==> src/rtl/btn_sel_ctrl_pkg.sv <==
// Shared types and constants for the push-button select path.
package btn_pkg;

  localparam int unsigned NUM_BTN = 3;

  typedef logic [NUM_BTN-1:0] btn_vec_t;

  // Short debounce window used by simulation benches.
  localparam int unsigned DEBOUNCE_SIM = 4;

endpackage

==> src/rtl/btn_sel_ctrl_if.sv <==
// Button-side bus: raw buttons in, debounced level, press pulses and select out.
interface btn_sel_ctrl_if;
  import btn_pkg::*;

  btn_vec_t btn;
  btn_vec_t sel;
  btn_vec_t press;
  btn_vec_t btn_level;

  modport master (output btn, input sel, input press, input btn_level);
  modport slave  (input btn, output sel, output press, output btn_level);

endinterface

==> src/rtl/btn_sel_ctrl_debounce.sv <==
// One-bit 2-FF synchronizer followed by a counter debouncer holding the stable level.
module btn_debounce #(
  parameter int unsigned DEBOUNCE_CYCLES = 1000000
) (
  input  logic clk,
  input  logic rst,
  input  logic btn_i,
  output logic level_o
);

  localparam int unsigned CNT_W = $clog2(DEBOUNCE_CYCLES + 1);

  logic             s1_q, s1_d;
  logic             s2_q, s2_d;
  logic             level_q, level_d;
  logic [CNT_W-1:0] cnt_q, cnt_d;

  always_comb begin
    s1_d    = btn_i;
    s2_d    = s1_q;
    level_d = level_q;
    cnt_d   = '0;
    // Any return to the stable level restarts the window; the count never passes the limit.
    if (s2_q == level_q) begin
      cnt_d = '0;
    end else if (cnt_q == CNT_W'(DEBOUNCE_CYCLES - 1)) begin
      level_d = s2_q;
      cnt_d   = '0;
    end else begin
      cnt_d = cnt_q + CNT_W'(1);
    end
  end

  always_ff @(posedge clk) begin
    if (rst) begin
      s1_q    <= 1'b0;
      s2_q    <= 1'b0;
      level_q <= 1'b0;
      cnt_q   <= '0;
    end else begin
      s1_q    <= s1_d;
      s2_q    <= s2_d;
      level_q <= level_d;
      cnt_q   <= cnt_d;
    end
  end

  assign level_o = level_q;

endmodule

==> src/rtl/btn_sel_ctrl.sv <==
// Debounced push-buttons to registered LED select bus.
// BTN_SEL_ONEHOT_EN: a press loads a one-hot select (highest index wins) instead of toggling.
module btn_sel_ctrl
  import btn_pkg::*;
#(
  parameter int unsigned DEBOUNCE_CYCLES = 1000000
) (
  input  logic           clk,
  input  logic           rst,
  btn_sel_ctrl_if.slave  bus
);

  btn_vec_t level;
  btn_vec_t level_dly_q, level_dly_d;
  btn_vec_t press_q, press_d;
  btn_vec_t sel_q, sel_d;

  for (genvar i = 0; i < NUM_BTN; i++) begin : g_btn
    btn_debounce #(
      .DEBOUNCE_CYCLES(DEBOUNCE_CYCLES)
    ) u_debounce (
      .clk     (clk),
      .rst     (rst),
      .btn_i   (bus.btn[i]),
      .level_o (level[i])
    );
  end

  always_comb begin
    level_dly_d = level;
    press_d     = level & ~level_dly_q;
    sel_d       = sel_q;
`ifdef BTN_SEL_ONEHOT_EN
    // Ascending scan so the highest-index simultaneous press overrides lower ones.
    for (int unsigned i = 0; i < NUM_BTN; i++) begin
      if (press_d[i]) sel_d = btn_vec_t'(1) << i;
    end
`else
    sel_d = sel_q ^ press_d;
`endif
  end

  always_ff @(posedge clk) begin
    if (rst) begin
      level_dly_q <= '0;
      press_q     <= '0;
      sel_q       <= '0;
    end else begin
      level_dly_q <= level_dly_d;
      press_q     <= press_d;
      sel_q       <= sel_d;
    end
  end

  assign bus.btn_level = level;
  assign bus.press     = press_q;
  assign bus.sel       = sel_q;

endmodule

==> src/flat_wrapper.sv <==
// flat-port wrapper written by rule: the top's interface ports become plain ports
module btn_sel_ctrl_flat import btn_pkg::*;
#(
  parameter int unsigned DEBOUNCE_CYCLES = 1000000
)
  (clk, rst, bus_btn, bus_sel, bus_press, bus_btn_level);
  btn_sel_ctrl_if bus_i ();
  input  logic clk;
  input  logic rst;
  input wire logic [$bits(bus_i.btn)-1:0] bus_btn;
  output wire logic [$bits(bus_i.sel)-1:0] bus_sel;
  output wire logic [$bits(bus_i.press)-1:0] bus_press;
  output wire logic [$bits(bus_i.btn_level)-1:0] bus_btn_level;
  assign bus_i.btn = bus_btn;
  assign bus_sel = bus_i.sel;
  assign bus_press = bus_i.press;
  assign bus_btn_level = bus_i.btn_level;
  btn_sel_ctrl #(.DEBOUNCE_CYCLES(DEBOUNCE_CYCLES)) u_core (.clk(clk), .rst(rst), .bus(bus_i));
endmodule
==> config.mk <==
export PLATFORM = sky130hd
export DESIGN_NAME = btn_sel_ctrl_flat
export DESIGN_NICKNAME = d
export VERILOG_FILES = /design/src/rtl/btn_sel_ctrl_pkg.sv /design/src/rtl/btn_sel_ctrl_if.sv /design/src/rtl/btn_sel_ctrl_debounce.sv /design/src/rtl/btn_sel_ctrl.sv /design/src/flat_wrapper.sv
export SDC_FILE = /design/constraint.sdc
export NUM_CORES = 1
export LEC_CHECK = 0
export ABC_CLOCK_PERIOD_IN_PS = 5430
export BUFFER_PORTS_ARGS = -buffer_cell sky130_fd_sc_hd__buf_2
export CAP_MARGIN = 30
export CORE_ASPECT_RATIO = 1.2
export CORE_MARGIN = 4
export CORE_UTILIZATION = 61
export DETAILED_ROUTE_END_ITERATION = 12
export PLACE_DENSITY = 0.79
export SLEW_MARGIN = 20
export SYNTH_ARGS = -nofsm -noshare
export SYNTH_HDL_FRONTEND = slang
export SYNTH_SLANG_ARGS = --single-unit
export TNS_END_PERCENT = 100
==> constraint.sdc <==
create_clock -name clk -period 5.43 [get_ports clk]
set_input_delay 0.8145 -clock clk [delete_from_list [all_inputs] [get_ports clk]]
set_output_delay 0.8145 -clock clk [all_outputs]
set_load 0.01 [all_outputs]
# After elaboration in Yosys (flattened, before gate mapping)
# Cells that the tools add are included.
word_totals:
  register_bits: 78
  input_bits: 5
  out_inout_bits: 9
op_classes:
  add_sub_neg: 3
  eq_ne: 6
  bitwise_logic: 6
  reduce_logical: 6
ops:
  columns: ["cell", "count"]
  rows:
  - ["$add A20 B1 Y20 const B", 3]
  - ["$eq A20 B20 Y1 const B", 3]
  - ["$reduce_or A3 Y1", 3]
  - ["$reduce_and A2 Y1", 3]
  - ["$and A3 B3 Y3", 1]
  - ["$eq A1 B1 Y1", 3]
  - ["$not A1 Y1", 3]
  - ["$not A3 Y3", 1]
  - ["$xor A3 B3 Y3", 1]

# Depth between registers and ports, before layout
# Gate-level depths: netlist (run 1).
depth:
  ltp_word: 3
  depth_mapped: 6
  depth_no_buf: 5

# By module
# Synthesis (run 1) repeated with hierarchy kept, for this count alone.
hier_totals:
  hier_cells: 376
  hier_area_um2: 3485.8
modules_own_cells:
  columns: ["module", "n_inst", "cells_each", "area_each_um2", "seq_area_each_um2"]
  rows:
  - ["btn_debounce", 3, 116, 1058.5, 460.4]
  - ["btn_sel_ctrl", 1, 28, 310.3, 180.2]

# Least setup slack after synthesis (run 1)
# OpenSTA, ideal clock, no wires.
synth_path:
  path_type: "reg2reg"
  startpoint: "register u_core.g_btn[0].u_debounce.cnt_q[0]"
  endpoint: "register u_core.g_btn[0].u_debounce.cnt_q[18]"
  arrival_time_ps: 1685
  setup_slack_ps: 3672
  stages_incl_launch_ff: 6
  n_path_buf: 0
  period_less_slack_ps: 1758
  cell_sequence: "dfxtp_1 > ha_1 > nand2_1 > or4_4 > or3_1 > a21oi_1"
synth_via:
  elab_chain_len: 2
synth_lines:
  columns: ["element", "line", "text"]
  rows:
  - ["start: declaration", "btn_sel_ctrl_debounce.sv:16", "logic [CNT_W-1:0] cnt_q, cnt_d;"]
  - ["start signal: assignment", "btn_sel_ctrl_debounce.sv:44", "cnt_q <= cnt_d;"]
  - ["parallel branches: the longest is 2 deep, another holds $add A20 B1 Y20", null, null]
# Parallel ways; which one is timed is not known.
# A chain may end at the register's enable or synchronous reset.

# Final worst setup path (run 1)
# Same ends and word-level chain as after synthesis.

==> metrics.md, run 1 <==
| Metric | Value |
|---|---|
| Final Hold Fails | `0` |
| Die Height | `88.6 um` |
| TritonCTS clock tree | `done` |
| Avg Cell Area, Syn | `8.97 um2` |
| Max-Cap Viols | `0` |
| GR met3 Demand/Resource | `4.09%` |
| Clk slew on worst S/H paths | `0.08 ns` |
| VDD IR max | `0.166 mV` |
| Post-CTS Hold Fix Bufs | `0` |
| # fillers | `450` |
| Sequential fraction of the synthesis area | `47.3%` |
| Clock skew | `0.00697 ns` |
| Combinational share of power | `1.2%` |
| Die Span X | `75.2 um` |
| FP Rows | `29` |
| Met1 Resource Use GR | `24.6%` |
| Compound-gate portion of the synthesized area | `7.35%` |
| Met2 GRT Util | `32.3%` |
| Root Buffer | `clkbuf_8` |
| CTS Buf Count | `9` |
| Power share of the clock group | `42.9%` |
| Yosys warnings | `0` |
| Post-cts sizing count | `0` |
| Yosys reg bits | `78` |
| Pint | `815 uW` |
| DP Wirelength | `4.03 mm` |
| Routed len/inst | `13.2 um` |
| Slew headroom | `61.0%` |
| Area Growth Syn to Fin | `9.40%` |
| GR Overflow Total | `0` |
| Final core utilization | `68.7%` |
| Global routing's busiest layer | `met2` |
| Antenna Violating Nets Remaining | `0` |
| All-Layer GR Usage | `19.9%` |
| Post-synthesis mux area share | `0%` |
| Post-layout min period | `1.90 ns` |
| CTS sink cnt | `78` |
| RSZ-0062 raised after global routing | `false` |
| Pleak | `1.15 nW` |
| Pwr Total | `1.03 mW` |
| Die ar. | `0.00666 mm2` |
| DRT Wirelength | `5.92 mm` |
| Outcome | `complete, no violations` |
| Critical Path End Type | `flip-flop` |
| First-pass GRT wire length | `10.2 mm` |
| Syn_nets | `376` |
| Final net count | `390` |
| Adder-cell share of the synthesized area | `1.14%` |
| Sequential power share | `56.0%` |
| Setup bufs post-CTS | `0` |
| Number of max-slew violations in the final report | `0` |
| Main combinational cell family by area after synthesis | `simple AND/OR/NAND/NOR gates` |
| Synth Area in Simple Gates | `29.4%` |
| # H-tree levels | `3` |
| Clk_lat worst skew | `0.35 ns` |
| WS Path Type | `reg -> reg` |
| FMAX | `527 MHz` |
| Hold WC Path Type | `reg -> reg` |
| CP Launch Type | `flip-flop` |
| Num ports | `14` |
| Final WS setup | `3.53 ns` |
| TritonRoute pass-1 iters | `4` |
| Power per cell area | `285 mW/mm2` |
| CTS Buffer Depth | `2` |
| Vias post-DR | `2506` |
| Post-Place Setup Slack | `3.56 ns` |
| Slew @ Worst Pin | `0.580 ns` |
| Port bufs | `13` |
| Critical Path AT | `2.18 ns` |
| Pin count of the biggest net entering global routing | `23` |
| Worst EP required | `5.71 ns` |
| Setup violators final | `0` |
| Critical path peak fanout | `6` |
| Share of cells above drive strength 1 | `9.82%` |
| Initial DRC count | `169` |
| Vias in the first global route | `2358` |
| Routability Congestion | `0.832` |
| Xor/xnor share of the synthesized area | `11.4%` |
| # DRC | `0` |
| Initial Utilization | `62.8%` |
| Setup TNS | `0 ns` |
| Sw Pwr | `214 uW` |
| Initial antenna violation count | `0` |
| Distinct cells, synth | `36` |
| Worst R2R Setup Slack | `3.53 ns` |
| Tcrit/Tclk final | `34.9%` |
| # diodes | `0` |
| Cell Area, Synth | `0.00330 mm2` |
| Switch share | `20.8%` |
| Vias/cell | `5.58` |
| Post-Syn Instances | `368` |
| Core Region | `0.00526 mm2` |
## Yosys cell counts
library cell	n	area, um2
nor2b_1	15	93.8
o21a_1	2	15.0
and2_1	3	18.8
nor3_1	12	60.1
buf_2	3	15.0
ha_1	3	37.5
nand4b_1	4	35.0
or2_2	1	6.26
xor2_1	18	158
xnor2_1	25	219
buf_1	1	3.75
a21oi_1	18	90.1
buf_4	3	22.5
or3_1	11	68.8
o31ai_1	5	37.5
o21ai_0	14	70.1
and3_1	6	37.5
nor4_1	4	25.0
o21ai_1	2	10.0
dfxtp_1	78	1560
or4_4	1	11.3
and4_1	4	35.0
nor3b_1	2	15.0
o21ba_2	2	20.0
inv_1	13	48.8
nor4bb_1	2	20.0
nor4b_1	5	43.8
nand4_1	12	75.1
nand3_1	20	100
nand2_1	14	52.6
nand4_2	1	12.5
or4_1	6	45.0
clkbuf_1	6	22.5
nor2_1	50	188
or2_0	1	6.26
nand4_4	1	21.3
## stage by stage
stage | hold slack [ns] | instances | area [um2]
floorplan | 0.392 | 368 | 3300
detailed placement | 0.407 | 433 | 3400
CTS | 0.417 | 449 | 3610
global placement | 0.401 | 433 | 3400
finish | 0.413 | 449 | 3610
global route | 0.443 | 449 | 3610
## cell families after synthesis
family | after synthesis
AO/OA/AOI/OAI | 43
XOR/XNOR | 43
adder cells (fa/ha/maj) | 3
buffers and inverters | 26
flip-flops | 78
AND/OR/NAND/NOR | 175
## sequential cells by signal, indices dropped and copies added (netlist names)
signal,cells
u_core.bus.press,3
u_core.bus.sel,3
u_core.g_btn.u_debounce.cnt_q,60
u_core.g_btn.u_debounce.level_o,3
u_core.g_btn.u_debounce.s1_q,3
u_core.g_btn.u_debounce.s2_q,3
u_core.level_dly_q,3
## worst max-delay path: stages (launching register included)
cell,delay (ns)
dfxtp_1,0.39
ha_1,0.24
nand2_1,0.13
or4_4,0.57
or3_1,0.36
a21oi_1,0.14
## power groups by stage
stage	clock (mW)	combinational [mW]	sequential, mW
2_1_floorplan	0	0.00813	0.589
3_3_place_gp	0	0.0120	0.589
3_5_place_dp	0	0.0122	0.589
4_1_cts	0.449	0.0123	0.576
5_1_grt	0.477	0.0139	0.576
6_report	0.441	0.0121	0.576
## layer usage
layer | up-vias | share of wire, %
li1 | 1306 | -
met1 | 1145 | 47
met2 | 41 | 47
met3 | 14 | 3.7
met4 | 0 | 2.1
met5 | - | 0
## cell usage in the layout, fill, tap and decap left out, drive strengths merged, types with 14 or more instances in the layout
master   n
a21oi   18
buf     16
dfxtp   78
nand2   14
nand3   20
nand4   14
nor2    50
nor2b   15
o21ai   16
xnor2   25
xor2    18
## final cells by class
cell class	count	area (um2)	share of cell area [%]
clock buffer	11	151	4.19
clock inverter	5	57.6	1.59
inverter	13	48.8	1.35
multi-input combinational	264	1630	45.1
sequential	78	1560	43.2
tap	62	77.6	2.15
timing repair buffer	16	87.6	2.42
## worst paths after layout
kind,from,endpoint,depth (start not counted)
hold reg to reg,u_core.level_dly_q[2],u_core.bus.press[2],1
setup / recovery,u_core.g_btn[0].u_debounce.cnt_q[0],u_core.g_btn[0].u_debounce.cnt_q[18],5
hold / removal,u_core.level_dly_q[2],u_core.bus.press[2],1
setup reg to reg,u_core.g_btn[0].u_debounce.cnt_q[0],u_core.g_btn[0].u_debounce.cnt_q[18],5
No activity file was read; power rests on OpenSTA's default activity.
==> inputs of run 2 (changes only) <==
--- a/config.mk
+++ b/config.mk
@@ -5,14 +5,14 @@
 export SDC_FILE = /design/constraint.sdc
 export NUM_CORES = 1
 export LEC_CHECK = 0
-export ABC_CLOCK_PERIOD_IN_PS = 5430
+export ABC_CLOCK_PERIOD_IN_PS = 1560
 export BUFFER_PORTS_ARGS = -buffer_cell sky130_fd_sc_hd__buf_2
 export CAP_MARGIN = 30
 export CORE_ASPECT_RATIO = 1.2
 export CORE_MARGIN = 4
-export CORE_UTILIZATION = 61
+export CORE_UTILIZATION = 54
 export DETAILED_ROUTE_END_ITERATION = 12
-export PLACE_DENSITY = 0.79
+export PLACE_DENSITY = 0.74
 export SLEW_MARGIN = 20
 export SYNTH_ARGS = -nofsm -noshare
 export SYNTH_HDL_FRONTEND = slang
==> constraint.sdc (replaced) <==
create_clock -name clk -period 1.56 [get_ports clk]
set_input_delay 0.234 -clock clk [delete_from_list [all_inputs] [get_ports clk]]
set_output_delay 0.234 -clock clk [all_outputs]
set_load 0.01 [all_outputs]
==> run 2 against run 1 <==
The flow now finishes with violations (negative setup slack). Sequential share of layout area down 6.9 points. Register-to-register slack worse by 3.6 ns. Core utilization up 7.2 points. First-iteration DRC count down 18%. Clock power rose to 3.0 times the previous value. Routed wire length up 26%. Worst setup slack worse by 3.6 ns. Critical endpoint unchanged. Largest power group unchanged.
==> metrics.md, run 2 (synthesis results as in run 1) <==
| Metric | Value |
|---|---|
| Share of cells above drive strength 1 | `36.3% (+26 points)` |
| GR Overflow Total | `0 (unchanged)` |
| Slew @ Worst Pin | `0.346 ns (-0.235 ns)` |
| Commonest non-fill, non-tap cells in the layout | `dfxtp_1, buf_4, nor2_1, xnor2_1, dfxtp_2` |
| Commonest non-fill, non-tap cell in the layout | `dfxtp_1` |
| VDD IR max | `0.606 mV (+260%)` |
| Post-Place Setup Slack | `-0.0237 ns (-3.58 ns)` |
| Critical Path AT | `1.90 ns (-0.28 ns)` |
| Largest Register | `u_core.g_btn.u_debounce.cnt_q` |
| Pint | `2.66 mW (+230%)` |
| CP max stage cell | `or4_4` |
| Initial antenna violation count | `0 (unchanged)` |
| Tcrit/Tclk final | `104% (+69 points)` |
| TritonCTS clock tree | `done` |
| Critical path buffers and inverters | `0 (unchanged)` |
| Vias in the first global route | `2642 (+12%)` |
| CTS Buffer Depth | `2 (unchanged)` |
| Antenna Violating Nets Remaining | `0 (unchanged)` |
| FP Rows | `30 (+3.4%)` |
| FMAX | `616 MHz (+17%)` |
| Outcome | `complete, but fails checks` |
| Slowest stage delay, CP | `0.56 ns (about the same)` |
| Final core utilization | `75.9% (+7.2 points)` |
| Initial Utilization | `57.1% (-5.6 points)` |
| CTS sink cnt | `78 (unchanged)` |
| Post-layout min period | `1.62 ns (-0.275 ns)` |
| CP top delay family | `simple AND/OR/NAND/NOR gates` |
| Critical path peak fanout | `6 (unchanged)` |
| Num ports | `14 (unchanged)` |
| Final WS setup | `-0.0627 ns (-3.60 ns)` |
| Sequential power share | `59.2% (+3.2 points)` |
| Die ar. | `0.00744 mm2 (+12%)` |
| Routability Congestion | `0.776 (-6.8%)` |
| Area Growth Syn to Fin | `32.9%` |
| Pwr Total | `3.38 mW (+230%)` |
| Routed len/inst | `14.3 um (+8.2%)` |
| DRT Wirelength | `7.43 mm (+26%)` |
| Die Height | `93.7 um (+5.7%)` |
| Clock skew | `0.00968 ns (+0.00272 ns)` |
| Combinational share of power | `2.1% (+0.9 points)` |
| Vias/cell | `5.42 (-2.9%)` |
| Clk_lat worst skew | `0.34 ns (about the same)` |
| First-pass GRT wire length | `11.4 mm (+12%)` |
| Power share of the clock group | `38.7% (-4.2 points)` |
| Number of max-slew violations in the final report | `0 (unchanged)` |
| Clk slew on worst S/H paths | `0.08 ns (about the same)` |
| # H-tree levels | `3 (unchanged)` |
| Critical Path End Type | `flip-flop` |
| Max FFs per register | `60 (unchanged)` |
| All-Layer GR Usage | `19.2% (-0.67 points)` |
| Violated checks | `negative setup slack` |
| Switch share | `21.3% (+0.49 points)` |
| WS Path Type | `reg -> reg` |
| Final net count | `447 (+15%)` |
| Worst EP required | `1.83 ns (-3.88 ns)` |
| Sw Pwr | `720 uW (+240%)` |
| Pin count of the biggest net entering global routing | `20 (-13%)` |
| Hold slack | `0.0995 ns (-0.314 ns)` |
| CTS Buf Count | `9 (unchanged)` |
| Port bufs | `13 (unchanged)` |
| # DRC | `0 (unchanged)` |
| Initial DRC count | `139 (-18%)` |
| # diodes | `0 (unchanged)` |
| Core Region | `0.00578 mm2 (+9.9%)` |
| Die Span X | `79.4 um (+5.6%)` |
| Slew headroom | `76.6% (+16 points)` |
| Worst path cell trace | `nand2_1 > or4_4 > or3_1 > a21oi_1` |
| DP Wirelength | `4.75 mm (+18%)` |
| Pleak | `1.50 nW (+31%)` |
| Power per cell area | `771 mW/mm2 (+170%)` |
| Final Hold Fails | `0 (unchanged)` |
| Hold WC Path Type | `in -> reg` |
| RSZ-0062 raised after global routing | `true` |
| # fillers | `405 (-10%)` |
| TritonRoute pass-1 iters | `4 (unchanged)` |
| Root Buffer | `clkbuf_8` |
| Vias post-DR | `2824 (+13%)` |
| Max-Cap Viols | `0 (unchanged)` |
| Setup violators final | `23 (+23)` |
| CP Launch Type | `flip-flop` |
## run 2: area by class of cell
type | count | area, um2 | area share, %
Timing Repair Buffer | 73 | 583 | 13.3
Clock inverter | 2 | 10.0 | 0.228
Multi-Input combinational cell | 264 | 1900 | 43.3
Tap cell | 80 | 100 | 2.28
Clock buffer | 11 | 151 | 3.45
Sequential cell | 78 | 1590 | 36.3
Inverter | 13 | 48.8 | 1.11
## run 2: layer usage
layer  GRT usage, %  vias up  wire length, um
li1               -     1415                -
met1           24.3     1350             3350
met2           31.7       47             3690
met3           4.51       12              249
met4           7.45        0              134
met5              0        -                0
## run 2: stage by stage
stage	std cells	cell area [um2]	setup TNS, ns
floorplan	368	3350	-0.0639
global placement	498	3840	-0.00222
detailed placement	498	3840	-0.147
CTS	511	4020	-0.0813
global route	521	4390	-3.93
finish	521	4390	-0.478
## run 2: what timing repair did
action,4_1_cts,5_1_grt
endpoints found under the setup margin,28,61
resized for setup,3,76
hold buffers,0,0
pin swaps,1,26
cloned,0,4
setup buffers,0,6
hold endpoints to repair,0,0
## run 2: power by group through the flow
stage | clock network, mW | registers [mW] | logic, mW
detailed placement | 0 | 2.05 | 0.0531
CTS | 1.34 | 2.00 | 0.0535
floorplan | 0 | 2.05 | 0.0291
global route | 1.42 | 2.00 | 0.0782
global placement | 0 | 2.05 | 0.0515
finish | 1.31 | 2.00 | 0.0719
## run 2: path summary, 6_finish.rpt
| path | start | endpoint | slack (ns) | depth (start not counted) |
|---|---|---|---|---|
| min | bus_btn[1] | u_core.g_btn[1].u_debounce.s1_q | 0.1 | 2 |
| min reg2reg | u_core.level_dly_q[2] | u_core.bus.press[2] | 0.42 | 1 |
| max | u_core.g_btn[0].u_debounce.cnt_q[12] | u_core.g_btn[0].u_debounce.cnt_q[18] | -0.06 | 4 |
| max reg2reg | u_core.g_btn[0].u_debounce.cnt_q[12] | u_core.g_btn[0].u_debounce.cnt_q[18] | -0.06 | 4 |
==> inputs of run 3 (changes only) <==
--- a/config.mk
+++ b/config.mk
@@ -6,7 +6,7 @@
 export NUM_CORES = 1
 export LEC_CHECK = 0
 export ABC_CLOCK_PERIOD_IN_PS = 1560
-export BUFFER_PORTS_ARGS = -buffer_cell sky130_fd_sc_hd__buf_2
+export BUFFER_PORTS_ARGS = -buffer_cell sky130_fd_sc_hd__clkbuf_2
 export CAP_MARGIN = 30
 export CORE_ASPECT_RATIO = 1.2
 export CORE_MARGIN = 4
==> run 3 against run 2 <==
The flow still finishes with violations (negative setup slack). Non-clock buffer count fell by 3. Fmax rose by 0.72%. Worst hold slack improved by 0.011 ns. Clock skew rose by 0.0011 ns. Sequential share of layout area rose by 1.1 points. Via count fell by 1.3%. Register-to-register slack barely moved. Final cell count fell by 0.38%. Routed wire length fell by 8.4%. Power fell by 2.1%. Combinational power fell by 15%. Critical endpoint unchanged. Largest power group unchanged. Highest routed layer unchanged.
==> metrics.md, run 3 (synthesis results as in run 1) <==
| Metric | Value |
|---|---|
| Max-Cap Viols | `0 (unchanged)` |
| Initial DRC count | `110 (-21%)` |
| CTS sink cnt | `78 (unchanged)` |
| Vias/cell | `5.37 (-0.93%)` |
| Tcrit/Tclk final | `103% (-0.75 points)` |
| DRT Wirelength | `6.80 mm (-8.4%)` |
| Commonest non-fill, non-tap cells in the layout | `dfxtp_1, buf_4, nor2_1, xnor2_1, dfxtp_2` |
| Final WS setup | `-0.0510 ns (+0.0117 ns)` |
| Number of max-slew violations in the final report | `0 (unchanged)` |
| Vias post-DR | `2787 (-1.3%)` |
| FMAX | `621 MHz (+0.72%)` |
| Pleak | `1.45 nW (-3.8%)` |
| Violated checks | `negative setup slack` |
| Setup TNS | `-0.147 ns (+0.331 ns)` |
| Worst EP required | `1.82 ns (about the same)` |
| CTS Buf Count | `9 (unchanged)` |
| Commonest non-fill, non-tap cell in the layout | `dfxtp_1` |
| Die Height | `93.7 um (unchanged)` |
| Initial antenna violation count | `0 (unchanged)` |
| TritonCTS clock tree | `done` |
| TritonRoute pass-1 iters | `4 (unchanged)` |
| Area Growth Syn to Fin | `28.6%` |
| FP Rows | `30 (unchanged)` |
| Hold slack | `0.111 ns (+0.0115 ns)` |
| Outcome | `complete, but fails checks` |
| # DRC | `0 (unchanged)` |
| All-Layer GR Usage | `18.4% (-0.83 points)` |
| Final net count | `444 (-0.67%)` |
| # fillers | `438 (+8.1%)` |
| Clk slew on worst S/H paths | `0.07 ns (about the same)` |
| Largest Register | `u_core.g_btn.u_debounce.cnt_q` |
| Slew @ Worst Pin | `0.450 ns (+0.104 ns)` |
| First-pass GRT wire length | `11.0 mm (-4.0%)` |
| CTS Buffer Depth | `2 (unchanged)` |
| Min-delay src | `bus_btn[1]` |
| Routed len/inst | `13.1 um (-8.1%)` |
| Initial Utilization | `57.1% (unchanged)` |
| Port bufs | `13 (unchanged)` |
| Power per cell area | `780 mW/mm2 (+1.1%)` |
| WS Path Type | `reg -> reg` |
| Vias in the first global route | `2568 (-2.8%)` |
| # diodes | `0 (unchanged)` |
| RSZ-0062 raised after global routing | `true` |
| Routability Congestion | `0.777 (+0.18%)` |
| Worst setup startpoint | `u_core.g_btn[0].u_debounce.cnt_q[3]` |
| GR Overflow Total | `0 (unchanged)` |
| Antenna Violating Nets Remaining | `0 (unchanged)` |
| Num ports | `14 (unchanged)` |
| Pin count of the biggest net entering global routing | `20 (unchanged)` |
| Core Region | `0.00578 mm2 (unchanged)` |
| Die Span X | `79.4 um (unchanged)` |
| VDD IR max | `0.442 mV (-27%)` |
| CP Launch Type | `flip-flop` |
| Slew headroom | `69.6% (-7.0 points)` |
| Max FFs per register | `60 (unchanged)` |
| Setup violators final | `8 (-65%)` |
| Critical Path AT | `1.87 ns (-0.03 ns)` |
| Share of cells above drive strength 1 | `33.9% (-2.3 points)` |
| Die ar. | `0.00744 mm2 (unchanged)` |
| Clock skew | `0.0107 ns (+0.00106 ns)` |
| # H-tree levels | `3 (unchanged)` |
| Critical Path End Type | `flip-flop` |
| Root Buffer | `clkbuf_8` |
| Post-layout min period | `1.61 ns (-0.0117 ns)` |
| Clk_lat worst skew | `0.33 ns (about the same)` |
| Final Hold Fails | `0 (unchanged)` |
| Worst reg2reg startpoint | `u_core.g_btn[0].u_debounce.cnt_q[3]` |
| Hold WC Path Type | `in -> reg` |
| DP Wirelength | `4.60 mm (-3.2%)` |
| Critical path peak fanout | `6 (unchanged)` |
run 3: changes by cell type in the layout (fill, tap and decap cells not counted), moves of 3 or more:
cell / before / now
buf_6: 10 / 5
or4_4: 2 / 5
buf_4: 48 / 51
nor2_1: 36 / 40
or4_1: 5 / 2
dfxtp_2: 25 / 19
clkbuf_2: 0 / 13
buf_2: 13 / 0
dfxtp_1: 53 / 58
nor2_4: 8 / 4
run 3: worst max-delay path, cell delays in order, from the launching register on:
cell	delay, ns
dfxtp_2	0.35
nand4_4	0.11
or4_4	0.58
or3_1	0.36
a21oi_1	0.14
run 3: metrics by stage:
| stage | instance area (um2) | cells | utilization [%] | power [mW] | worst slack [ns] |
|---|---|---|---|---|---|
| 2_1_floorplan | 3350 | 368 | - | 2.08 | -0.0466 |
| 5_1_grt | 4250 | 519 | 73.5 | 3.44 | -0.127 |
| 3_3_place_gp | 3830 | 497 | 66.3 | 2.10 | -0.00279 |
| 4_1_cts | 4010 | 512 | 69.3 | 3.33 | -0.0510 |
| 3_5_place_dp | 3830 | 497 | 66.3 | 2.10 | -0.101 |
| 6_report | 4250 | 519 | 73.5 | 3.31 | -0.0510 |
run 3: timing repair:
item / CTS / global route
hold endpoints to repair: 0 / 0
buffers inserted: 1 / 5
cloned: 0 / 2
pin swaps: 3 / 19
resized for setup: 5 / 55
endpoints found under the setup margin: 8 / 61
hold buffers: 0 / 0
run 3: layout make-up:
cell class | instances | area [um2] | area share, %
multi-input cells | 264 | 1830 | 43.1
flip-flops and latches | 78 | 1590 | 37.4
repair buffers | 70 | 524 | 12.3
clock buffers | 12 | 145 | 3.42
well taps | 80 | 100 | 2.36
inverters | 13 | 48.8 | 1.15
clock inverters | 2 | 10.0 | 0.236
run 3: routing by layer:
metal  wire, um  vias to the layer above  track usage (%)
met5          0                        -                0
met4        108                        0             9.31
met3        167                        8             3.45
met2       3280                       31             30.1
met1       3240                     1336             23.0
li1           -                     1412                -
run 3: worst paths after layout:
kind	endpoint	slack (ns)	cells after the start
max reg2reg	u_core.g_btn[0].u_debounce.cnt_q[18]	-0.05	4
min reg2reg	u_core.g_btn[2].u_debounce.s2_q	0.44	1
max	u_core.g_btn[0].u_debounce.cnt_q[18]	-0.05	4
min	u_core.g_btn[1].u_debounce.s1_q	0.11	2
run 3: power by group:
group          total (mW)  internal, mW  leakage [nW]  switching [mW]
Clock                1.25         0.600        0.0821           0.650
Combinational      0.0611        0.0257         0.724          0.0354
Sequential           2.00          2.00         0.640         0.00464
Total                3.31          2.62          1.45           0.690
